**src/rtl/x393_mcntrl_pkg.sv**
```systemverilog
// Shared sequencer command-word definitions: rcw codes, FSM states, flag bundle
// and the encoders that pack the 32-bit command memory word.
package x393_mcntrl_pkg;

  localparam logic [2:0] RCW_NOP       = 3'd0;
  localparam logic [2:0] RCW_READ      = 3'd2;
  localparam logic [2:0] RCW_WRITE     = 3'd3;
  localparam logic [2:0] RCW_ACTIVATE  = 3'd4;
  localparam logic [2:0] RCW_PRECHARGE = 3'd5;

  typedef enum logic [2:0] {
    ST_IDLE, ST_ACT, ST_GAP, ST_BURST, ST_TAIL, ST_PRE, ST_PREW, ST_FIN
  } lin_state_t;

  typedef struct packed {
    logic odt;
    logic sel;
    logic dq_en;
    logic dqs_en;
    logic dqs_toggle;
    logic dci;
    logic buf_wr;
    logic buf_rd;
  } cmd_flags_t;

  // {addr[14:0],bank,rcw,odt,cke,sel,dq_en,dqs_en,dqs_toggle,dci,buf_wr,buf_rd,nop,0}
  function automatic logic [31:0] func_encode_cmd(input logic [14:0] addr, input logic [2:0] bank,
                                                  input logic [2:0] rcw, input cmd_flags_t f,
                                                  input logic nop);
    return {addr, bank, rcw, f.odt, 1'b0, f.sel, f.dq_en, f.dqs_en, f.dqs_toggle,
            f.dci, f.buf_wr, f.buf_rd, nop, 1'b0};
  endfunction

  // NOP/pause word: skip count in the low pause_bits, done flag at done_bit
  function automatic logic [31:0] func_encode_skip(input int pause_bits, input int done_bit,
                                                   input logic [14:0] skip, input logic done,
                                                   input logic [2:0] bank, input cmd_flags_t f);
    logic [14:0] a;
    a = (skip & ((15'd1 << pause_bits) - 15'd1)) | ({14'd0, done} << done_bit);
    return func_encode_cmd(a, bank, RCW_NOP, f, 1'b1);
  endfunction

endpackage

```
**src/rtl/cmd_encod_linear_rw.sv**
```systemverilog
// Linear read/write command-sequence encoder: ACTIVATE, N bursts on consecutive
// columns, PRECHARGE, done-tagged pause. Words are registered from the next state.
module cmd_encod_linear_rw
  import x393_mcntrl_pkg::*;
#(
  parameter int ADDRESS_NUMBER = 15,
  parameter int COLADDR_NUMBER = 10,
  parameter int NUM_XFER_BITS  = 6,
  parameter int CMD_PAUSE_BITS = 10,
  parameter int CMD_DONE_BIT   = 10,
  parameter bit WSEL           = 1'b1,
  parameter bit RSEL           = 1'b1
) (
  input  logic                      clk,
  input  logic                      rst_n,
  input  logic [2:0]                bank_in,
  input  logic [ADDRESS_NUMBER-1:0] row_in,
  input  logic [COLADDR_NUMBER-1:0] start_col,
  input  logic [NUM_XFER_BITS-1:0]  num128_in,
  input  logic                      start_rd,
  input  logic                      start_wr,
  output logic [31:0]               enc_cmd,
  output logic                      enc_wr,
  output logic                      enc_done,
  output logic                      busy
);

  lin_state_t                state, state_nxt;
  logic [2:0]                bank_r;
  logic [COLADDR_NUMBER-1:0] col_r;
  logic [NUM_XFER_BITS:0]    cnt_r;
  logic                      wr_mode;
  logic                      start;
  logic [31:0]               word_nxt;

  assign start = (state == ST_IDLE) && (start_rd || start_wr);

  always_ff @(posedge clk or negedge rst_n) begin
    if (!rst_n) state <= ST_IDLE;
    else        state <= state_nxt;
  end

  always_comb begin
    state_nxt = state;
    case (state)
      ST_IDLE:  if (start) state_nxt = ST_ACT;
      ST_ACT:   state_nxt = ST_GAP;
      ST_GAP:   state_nxt = ST_BURST;
      ST_BURST: if (cnt_r == '0) state_nxt = ST_TAIL;
      ST_TAIL:  state_nxt = ST_PRE;
      ST_PRE:   state_nxt = ST_PREW;
      ST_PREW:  state_nxt = ST_FIN;
      ST_FIN:   state_nxt = ST_IDLE;
      default:  state_nxt = ST_IDLE;
    endcase
  end

  // col_r/cnt_r always describe the next burst word to be emitted
  always_ff @(posedge clk or negedge rst_n) begin
    if (!rst_n) begin
      bank_r  <= '0;
      col_r   <= '0;
      cnt_r   <= '0;
      wr_mode <= 1'b0;
    end else if (start) begin
      bank_r  <= bank_in;
      col_r   <= start_col & ~COLADDR_NUMBER'(7);
      cnt_r   <= (num128_in == '0) ? {1'b1, {NUM_XFER_BITS{1'b0}}} : {1'b0, num128_in};
      wr_mode <= start_wr;
    end else if (state_nxt == ST_BURST) begin
      col_r <= col_r + COLADDR_NUMBER'(8);
      cnt_r <= cnt_r - (NUM_XFER_BITS+1)'(1);
    end
  end

  // Word for the state being entered; ACT is entered straight from IDLE,
  // so it takes row/bank from the inputs rather than the latches.
  always_comb begin
    logic [14:0] row_addr;
    logic [14:0] col_addr;
    cmd_flags_t  f;
    row_addr = '0;
    row_addr[ADDRESS_NUMBER-1:0] = row_in;
    col_addr = '0;
    col_addr[COLADDR_NUMBER-1:0] = col_r;
    f = '0;
    word_nxt = '0;
    case (state_nxt)
      ST_ACT:   word_nxt = func_encode_cmd(row_addr, bank_in, RCW_ACTIVATE, f, 1'b1);
      ST_GAP: begin
        f.buf_rd = wr_mode;
        word_nxt = func_encode_skip(CMD_PAUSE_BITS, CMD_DONE_BIT, 15'd1, 1'b0, bank_r, f);
      end
      ST_BURST: begin
        if (wr_mode) begin
          f.sel = WSEL; f.odt = 1'b1; f.buf_rd = 1'b1;
          f.dq_en = 1'b1; f.dqs_en = 1'b1; f.dqs_toggle = (state == ST_BURST);
          word_nxt = func_encode_cmd(col_addr, bank_r, RCW_WRITE, f, 1'b0);
        end else begin
          f.sel = RSEL; f.dci = 1'b1; f.buf_wr = 1'b1;
          word_nxt = func_encode_cmd(col_addr, bank_r, RCW_READ, f, 1'b0);
        end
      end
      ST_TAIL: begin
        f.odt = wr_mode; f.dq_en = wr_mode; f.dqs_en = wr_mode; f.dqs_toggle = wr_mode;
        f.dci = !wr_mode; f.buf_wr = !wr_mode;
        word_nxt = func_encode_skip(CMD_PAUSE_BITS, CMD_DONE_BIT, 15'd2, 1'b0, bank_r, f);
      end
      ST_PRE:   word_nxt = func_encode_cmd(15'd0, bank_r, RCW_PRECHARGE, f, 1'b0);
      ST_PREW:  word_nxt = func_encode_skip(CMD_PAUSE_BITS, CMD_DONE_BIT, 15'd2, 1'b0, bank_r, f);
      ST_FIN:   word_nxt = func_encode_skip(CMD_PAUSE_BITS, CMD_DONE_BIT, 15'd0, 1'b1, bank_r, f);
      default:  word_nxt = '0;
    endcase
  end

  always_ff @(posedge clk or negedge rst_n) begin
    if (!rst_n) begin
      enc_cmd  <= '0;
      enc_wr   <= 1'b0;
      enc_done <= 1'b0;
      busy     <= 1'b0;
    end else begin
      enc_cmd  <= word_nxt;
      enc_wr   <= (state_nxt != ST_IDLE);
      enc_done <= (state == ST_FIN);
      busy     <= (state_nxt != ST_IDLE);
    end
  end

endmodule

```
**config.mk**
```make
export PLATFORM = sky130hd
export DESIGN_NAME = cmd_encod_linear_rw
export DESIGN_NICKNAME = d
export VERILOG_FILES = /design/src/rtl/x393_mcntrl_pkg.sv /design/src/rtl/cmd_encod_linear_rw.sv
export SDC_FILE = /design/constraint.sdc
export NUM_CORES = 1
export LEC_CHECK = 0
export ABC_CLOCK_PERIOD_IN_PS = 3600
export BUFFER_PORTS_ARGS = -buffer_cell sky130_fd_sc_hd__buf_2
export CORE_ASPECT_RATIO = 0.7
export CORE_MARGIN = 1.5
export CORE_UTILIZATION = 45
export DETAILED_ROUTE_END_ITERATION = 10
export GPL_TIMING_DRIVEN = 0
export PLACE_DENSITY = 0.71
export SLEW_MARGIN = 20
export SYNTH_ARGS = -nofsm -noshare
export SYNTH_HDL_FRONTEND = slang
export SYNTH_SLANG_ARGS = --single-unit
```
**constraint.sdc**
```tcl
create_clock -name clk -period 3.6 [get_ports clk]
set_input_delay 0.72 -clock clk [delete_from_list [all_inputs] [get_ports clk]]
set_output_delay 0.72 -clock clk [all_outputs]
set_load 0.05 [all_outputs]
```
* Word level (Yosys, flattened, before mapping)
Index checks and enable logic that the tools add are counted.
Word-level totals: output and inout bits 35, input bits 38, bits in registers 58, logic and storage cells 42
Cells by class: muxes and demuxes 10, reduce and logical (&&, ||, !) cells 8, add/sub/neg operators 2, equal/unequal tests 14
Operators by type and width (number):
- 32-bit one-hot mux with 7 select lines | 1
- 3-bit equality test, second input constant | 8
- 3-bit one-hot mux with 8 select lines | 1
- 7-bit two-way mux | 3
- 10-bit two-way mux | 2
- 3-bit by 2-bit equality test with 1-bit output, second input constant | 4
- 12-bit two-way mux | 1
- 10-bit by 4-bit adder with 10-bit output, second input constant | 1
- 7-bit logical NOT | 1
- 7-bit by 1-bit subtractor with 7-bit output, second input constant | 1
- 3-bit by 1-bit equality test with 1-bit output, second input constant | 2
- 6-bit logical NOT | 1
- 3-bit two-way mux | 2
- 3-bit logical NOT | 1
- 3-bit nonzero test | 1
- 2-bit nonzero test | 1
- 1-bit logical AND | 1
- 1-bit logical NOT | 1
- 1-bit logical OR | 1

* Longest topological paths before layout
Gate-level depths: netlist (run 1).
word-level depth 7, mapped depth 8

* Worst setup path before layout (run 1)
No wires, ideal clock.
kind reg2reg, from reg cnt_r[0], to reg col_r[6], cell stages (with the launch flop) 8, path buffers 1, slack 1910 ps, data required time 3513 ps, clock period less this slack 1690 ps, arrival 1603 ps, library setup time 87 ps, cell sequence dfrtp_1 inv_1 ha_1 nor4b_4 a31oi_4 buf_6 a32o_1 a211oi_2
On the way: cells in the longest elaborated chain, start to end 5
Ends and longest elaborated chain:
- start: declaration | RTL line cmd_encod_linear_rw.sv:31 | logic [NUM_XFER_BITS:0] cnt_r;
- start signal: assignment | RTL line cmd_encod_linear_rw.sv:68 | cnt_r <= (num128_in == '0) ? {1'b1, {NUM_XFER_BITS{1'b0}}} : {1'b0, num128_in};
- start signal: assignment | RTL line cmd_encod_linear_rw.sv:72 | cnt_r <= cnt_r - (NUM_XFER_BITS+1)'(1);
- 7-bit logical NOT | RTL line cmd_encod_linear_rw.sv:49 | ST_BURST: if (cnt_r == '0) state_nxt = ST_TAIL;
- 3-bit two-way mux | RTL line cmd_encod_linear_rw.sv:49
- 3-bit one-hot mux with 8 select lines | RTL line cmd_encod_linear_rw.sv:45 | case (state)
- 3-bit by 2-bit equality test with 1-bit output
- 2-bit nonzero test (no line)
- end signal: assignment | RTL line cmd_encod_linear_rw.sv:67 | col_r <= start_col & ~COLADDR_NUMBER'(7);
- end signal: assignment | RTL line cmd_encod_linear_rw.sv:71 | col_r <= col_r + COLADDR_NUMBER'(8);
- end: declaration | RTL line cmd_encod_linear_rw.sv:30 | logic [COLADDR_NUMBER-1:0] col_r;
Every way passes these cells. A chain may end at the register's enable or synchronous reset.

* Final worst setup path (run 1)
from reg cnt_r[0], to reg enc_cmd[24]
On the way: cells in the longest elaborated chain, start to end 5
Ends and longest elaborated chain:
- 7-bit logical NOT * | RTL line cmd_encod_linear_rw.sv:49
- 3-bit two-way mux * | RTL line cmd_encod_linear_rw.sv:49
- 3-bit one-hot mux with 8 select lines * | RTL line cmd_encod_linear_rw.sv:45
- 3-bit equality test, or another cell as far along | RTL line cmd_encod_linear_rw.sv:88 | case (state_nxt)
- 32-bit one-hot mux with 7 select lines * | RTL line cmd_encod_linear_rw.sv:88
- named net word_nxt[24] | RTL line cmd_encod_linear_rw.sv:34 | logic [31:0] word_nxt;
- end signal: assignment | RTL line cmd_encod_linear_rw.sv:123 | enc_cmd <= word_nxt;
- end: declaration | RTL line cmd_encod_linear_rw.sv:22 | output logic [31:0] enc_cmd,
Mark *: on every way through the listed nets, which the timed path passes. The rest lies on a longest branch.

==> reports/qor.yml, run 1 <==
synth_cells: 219
drc: 0
grt_pass1_wl_mm: 7.91
tightest_slew_ps: 583
num_vias: 1785
clock_skew_ps: 8.18
clk_pin_slew_ps: 90
worst_ep_arrival_time_ps: 2100
drtPass1Iterations: 4
grt_pass1_vias: 1637
track_usage_pct: 18.9
area_growth_pct: 23.6
dieWidth_um: 87.7
place_inst: 356
p_per_area_nw_per_um2: 343
final_layout_size_suffix_gt1_share_pct: 32.7
syn_avg_cell_area_um2: 10.3
period_minus_slack_ps: 1930
cts_tree: "yes"
max_freq_mhz: 518
row_count: 21
leakage_uw: 0.00144
insertedDiodeCount: 0
worstSetupStartpointType: "flip-flop"
relSlewSlack_pct: 60.7
die_y_um: 62.3
nets: 334
yosys.area.top_type: "dfrtp_1"
ios: 73
clock_sinks: 49
holdCritPathClass: "input port to asynchronous set/reset pin"
synthArstFlopShare_pct: 100
vias_per_cell: 4.92
nFillCells: 441
setup_violations: 0
clock_latency_ps: 300
crit_required_ps: 3770
min_period_over_period_pct: 53.6
synth_ff_type: "dfrtp_1"
critPathMaxFanout: 10
die_area_um2: 5460
worstSetupEndpointType: "flip-flop"
rsz0062_at_grt: "false"
ir_worst_vdd_uv: 203
ys_ff_latch: 49
synth.area.top_cells: "dfrtp_1 (54%), nand2_1 (4.3%), nor2_1 (3.8%)"
post_cts_resized: 0
cts_hold_buf: 0
cts_buffer_depth: 2
portBuffers: 67
grt_max_degree: 50
status: "complete, no violations"
cts_root_buf: "clkbuf_8"
drv_cap: 0
drt_wl_total_mm: 4.86
grt-ovfl-total: 0
ys_warn_count: 0
htreeDepth: 2
synth_edf_count: 0
slew_viol_final: 0
design.core.area_um2: 4810
finalSetupTns_ps: 0
critPathKind: "flip-flop to flip-flop"
hold_viol_final: 0
wl_per_cell_um: 13.4
synth_top_area_share_pct: 54.3
ant_nets: 0
syn_area_um2: 2260
start_util_pct: 46.9
ys_seq_area_share_pct: 54.3
drtIter0Drc: 191
antenna_found_initial: 0
cts_buffers: 5
cts_setup_buffers: 0
synth_cell_types: 45
hpwl_mm: 3.50
gp_congestion: 0.800
final_cell_count_no_fill: 363
kinds of logic (layout without fill, tap and decap cells):
logic type	count (synthesis)	after routing	synth area share (%)
XOR/XNOR	1	1	0.388
multiplexers	2	2	0.887
other	1	2	0.166
flip-flops	49	49	54.3
adder cells (fa/ha/maj)	2	2	1.11
AND/OR/NAND/NOR	86	86	19.2
AO/OA/AOI/OAI	52	52	17.5
buffers and inverters	26	100	6.43
worst max-delay path, stage by stage (launching register included):
cell,delay (ps)
dfrtp_1,410
inv_1,90
ha_1,250
nor4b_4,340
a31oi_4,180
buf_6,180
buf_6,150
a22oi_1,140
nor2_1,60
sequential cells by signal, indices dropped and copies added (netlist names):
signal / flops
enc_cmd: 26
state: 3
wr_mode: 1
enc_done: 1
busy: 1
col_r: 7
cnt_r: 7
bank_r: 3
path summary, 6_finish.rpt:
check	to	slack [ps]	startpoint	cells past startpoint
min reg2reg	enc_cmd[16]$_DFF_PN0_	480	bank_r[2]$_DFFE_PN0P_	2
max reg2reg	enc_cmd[24]$_DFF_PN0_	1670	cnt_r[0]$_DFFE_PN0P_	8
max in group asynchronous	bank_r[0]$_DFFE_PN0P_	2770	rst_n	1
max	enc_cmd[24]$_DFF_PN0_	1670	cnt_r[0]$_DFFE_PN0P_	8
min	cnt_r[0]$_DFFE_PN0P_	430	rst_n	1
min in group clk	enc_cmd[16]$_DFF_PN0_	480	bank_r[2]$_DFFE_PN0P_	2
metrics by stage:
stage                     power (uW)  utilization, %  worst slack [ps]  instance area, um2  hold slack (ps)
after floorplan                  569               -              1910                2260              424
after global placement           600            55.8              1350                2680              452
after detailed placement         600            55.8              1390                2680              464
after CTS                        969            57.9              1660                2790              484
after global routing            1000            58.0              1550                2790              472
final                            958            58.0              1670                2790              433
cell usage in the layout (no fill, tap or decap), types with 2 or more instances in the layout:
cell type   n
buf_2      71
dfrtp_1    49
nand2_1    26
nor2_1     23
o21ai_0    11
and2_1      8
buf_4       8
inv_1       7
a21oi_1     7
nor3_1      7
a22oi_1     6
clkbuf_1    5
nand2b_1    5
nand3_1     5
clkbuf_8    5
a22o_1      4
a211oi_1    4
a32o_1      3
and3_1      2
nor3_2      2
o21a_1      2
nor2b_1     2
buf_6       2
a211oi_2    2
o2bb2ai_1   2
mux2i_1     2
ha_1        2
conb_1      2
synthesized netlist by cell type, types with 2 or more instances:
| cell | n |
|---|---|
| dfrtp_1 | 49 |
| nand2_1 | 26 |
| nor2_1 | 23 |
| o21ai_0 | 11 |
| and2_1 | 8 |
| a21oi_1 | 7 |
| buf_4 | 7 |
| inv_1 | 7 |
| nor3_1 | 7 |
| a22oi_1 | 6 |
| buf_2 | 5 |
| clkbuf_1 | 5 |
| nand2b_1 | 5 |
| nand3_1 | 5 |
| a211oi_1 | 4 |
| a22o_1 | 4 |
| a32o_1 | 3 |
| a211oi_2 | 2 |
| and3_1 | 2 |
| buf_6 | 2 |
| ha_1 | 2 |
| mux2i_1 | 2 |
| nor2b_1 | 2 |
| nor3_2 | 2 |
| o21a_1 | 2 |
| o2bb2ai_1 | 2 |
report_power, final:
part / internal (uW) / switching, uW
Clock: 202 / 167
Sequential: 550 / 0
Combinational: 15.6 / 23.0
Total: 767 / 191
layer usage:
| layer | wire, um | up-vias | track usage, % |
|---|---|---|---|
| li1 | - | 903 | - |
| met1 | 2450 | 803 | 29.3 |
| met2 | 2020 | 75 | 26.5 |
| met3 | 355 | 4 | 4.39 |
| met4 | 40 | 0 | 4.96 |
| met5 | 0 | - | 0 |
cell type report:
cell class | count | area (um2) | area share (%)
flip-flops and latches | 49 | 1230 | 44.0
multi-input cells | 145 | 890 | 31.9
repair buffers | 67 | 338 | 12.1
plain buffers | 19 | 119 | 4.26
well taps | 69 | 86.3 | 3.10
clock buffers | 5 | 68.8 | 2.47
clock inverters | 2 | 35.0 | 1.26
inverters | 7 | 26.3 | 0.942
Note: power is estimated with default switching activity, not from simulation.
==> run 2: changes to the inputs <==
ABC_CLOCK_PERIOD_IN_PS = 1750   (was 3600)
PLACE_DENSITY = 0.74   (was 0.71)
clock period = 1.75 ns   (was 3.6 ns; I/O delays follow)
==> run 2 against run 1 <==
- the flow now finishes with violations (negative setup slack)
- via count is 7.6% higher
- largest power group unchanged
- highest routed layer unchanged
- clock skew is 3.5 ps lower
- utilization is 2.9 points higher
- critical path type unchanged
- worst setup slack worse by 1700 ps
==> reports/qor.yml, run 2 (synthesis gave the netlist of run 1 again) <==
status: "complete, but fails checks"
violations: "negative setup slack"
drt_wl_total_mm: 5.26  # +8.3%
vias_per_cell: 5.16  # +5.0%
nFillCells: 418  # -5.2%
gp_congestion: 0.824  # +2.9%
final_layout_size_suffix_gt1_share_pct: 38.9  # +6.3 points
cts_root_buf: "clkbuf_8"
top_regs: "enc_cmd: 26 flops, cnt_r: 7 flops, col_r: 7 flops"
crit_slowest_cell: "dfrtp_1"
design.core.area_um2: 4810  # unchanged
p_per_area_nw_per_um2: 707  # +110%
clk_pin_slew_ps: 90  # about the same
antenna_found_initial: 0  # unchanged
ios: 73  # unchanged
wl_per_cell_um: 14.1  # +5.7%
hpwl_mm: 3.56  # +1.7%
clock_sinks: 49  # unchanged
grt_pass1_wl_mm: 8.67  # +9.7%
area_growth_pct: 29.7
critPathKind: "flip-flop to flip-flop"
power_frac_clock_pct: 41.5  # +2.9 points
relSlewSlack_pct: 59.5  # -1.3 points
crit_required_ps: 1950  # -1820 ps
slew_viol_final: 0  # unchanged
clock_skew_ps: 4.66  # -3.52 ps
timing.final.ws_setup_ps: -25.1  # -1700 ps
cts_buffers: 5  # unchanged
power_frac_comb_pct: 3.9  # about the same
power.internal_uw: 1630  # +110%
r2r_start: "cnt_r[0]$_DFFE_PN0P_"
period_minus_slack_ps: 1780  # -154 ps
track_usage_pct: 20.8  # +1.9 points
start_util_pct: 46.9  # unchanged
dieWidth_um: 87.7  # unchanged
num_vias: 1921  # +7.6%
cpPeakStageDelay_ps: 410  # about the same
critPathMaxFanout: 6  # -4
crit_start: "cnt_r[0]$_DFFE_PN0P_"
holdCritPathClass: "input port to asynchronous set/reset pin"
drtIter0Drc: 161  # -16%
die_y_um: 62.3  # unchanged
die_area_um2: 5460  # unchanged
path_cells: "inv_2 -> ha_4 -> nor4b_4 -> a31oi_4 -> buf_4 -> mux2i_1 -> o221a_2"
p_seq_share_pct: 54.7  # -2.7 points
largest-register: "enc_cmd"
largest_register_ffs: 26  # unchanged
rsz0062_at_grt: "true"
ant_nets: 0  # unchanged
drv_cap: 0  # unchanged
final_cell_mix: "buf_2 (71), dfrtp_1 (48), nand2_1 (26)"
hold_viol_final: 0  # unchanged
cts_buffer_depth: 2  # unchanged
worstSetupStartpointType: "flip-flop"
finalSetupTns_ps: -84.2  # -84.2 ps
worst_ep_arrival_time_ps: 1980  # -120 ps
cts_tree: "yes"
nets: 342  # +2.4%
grt_pass1_vias: 1814  # +11%
max_freq_mhz: 563  # +8.7%
grt_max_degree: 50  # unchanged
htreeDepth: 2  # unchanged
p_switching_uw: 441  # +130%
row_count: 21  # unchanged
dp_worst_setup_slack_ps: -194  # -1590 ps
tightest_slew_ps: 608  # +25.3 ps
min_period_over_period_pct: 101  # +48 points
drtPass1Iterations: 5  # +1
netSwitchingFraction_pct: 21.3  # +1.4 points
drc: 0  # unchanged
seq_area_um2: 1230  # +0.10%
insertedDiodeCount: 0  # unchanged
whs_ps: 43.1  # -390 ps
worstSetupEndpointType: "flip-flop"
multi_input_area_um2: 948  # +6.6%
clock_latency_ps: 310  # about the same
portBuffers: 67  # unchanged
layout_commonest_cell: "buf_2"
ir_worst_vdd_uv: 591  # +190%
leakage_uw: 0.00149  # +3.1%
grt-ovfl-total: 0  # unchanged
setup_violations: 6  # +6
[run 2: worst paths after layout]
path	end	slack, ps	cells after the start
setup / recovery	col_r[8]$_DFFE_PN0P_	-30	7
hold / removal	cnt_r[0]$_DFFE_PN0P_	40	1
setup reg to reg	col_r[8]$_DFFE_PN0P_	-30	7
hold reg to reg	enc_cmd[15]$_DFF_PN0_	480	2
max in group asynchronous	state[2]$_DFF_PN0_	1270	1
min in group clk	col_r[3]$_DFFE_PN0P_	240	3
[run 2: layout make-up]
cell class,count,area share (%)
Clock inverter,2,1.28
Inverter,7,0.898
Timing Repair Buffer,75,13.5
Clock buffer,6,2.82
Buffer,19,4.19
Sequential cell,49,41.9
Multi-Input combinational cell,145,32.4
Tap cell,69,2.95
[run 2: what timing repair did]
action	CTS	global route
hold buffers	0	0
pin swaps	2	2
endpoints found under the hold margin	0	0
setup buffers	6	1
gates resized for setup	9	14
cloned	1	0
setup endpoints to repair	28	35
[run 2: stage by stage]
| stage | total power (uW) | instances | cell area [um2] | util (%) |
|---|---|---|---|---|
| after floorplan | 1170 | 220 | 2260 | - |
| after global placement | 1230 | 356 | 2680 | 55.8 |
| after detailed placement | 1230 | 356 | 2680 | 55.8 |
| after CTS | 2080 | 371 | 2890 | 60.0 |
| after global routing | 2150 | 372 | 2930 | 60.9 |
| final | 2070 | 372 | 2930 | 60.9 |
[run 2: worst max-delay path: cells and delay by family (launching register included)]
| family | cells | cell delay, ps |
|---|---|---|
| muxes | 1 | 100 |
| adders and majority gates | 1 | 160 |
| and+or+nand+nor | 1 | 310 |
| buffers and inverters | 2 | 260 |
| DFF | 1 | 410 |
| AOI/OAI and AO/OA | 2 | 430 |
[run 2: routing by layer]
metal	wire [um]	up-vias	GRT usage (%)	part of all wire (%)
met5	0	-	0	0
met4	85	0	6.55	1.6
met3	382	11	4.92	7.3
met2	2210	87	29.9	42
met1	2590	903	31.1	49
li1	-	920	-	-
[run 2: power groups by stage]
stage / combinational, uW / sequential (uW) / clock (uW)
2_1_floorplan: 16.0 / 1150 / 0
3_3_place_gp: 80.3 / 1150 / 0
3_5_place_dp: 80.0 / 1150 / 0
4_1_cts: 80.7 / 1130 / 871
5_1_grt: 90.9 / 1130 / 924
6_report: 79.9 / 1130 / 858
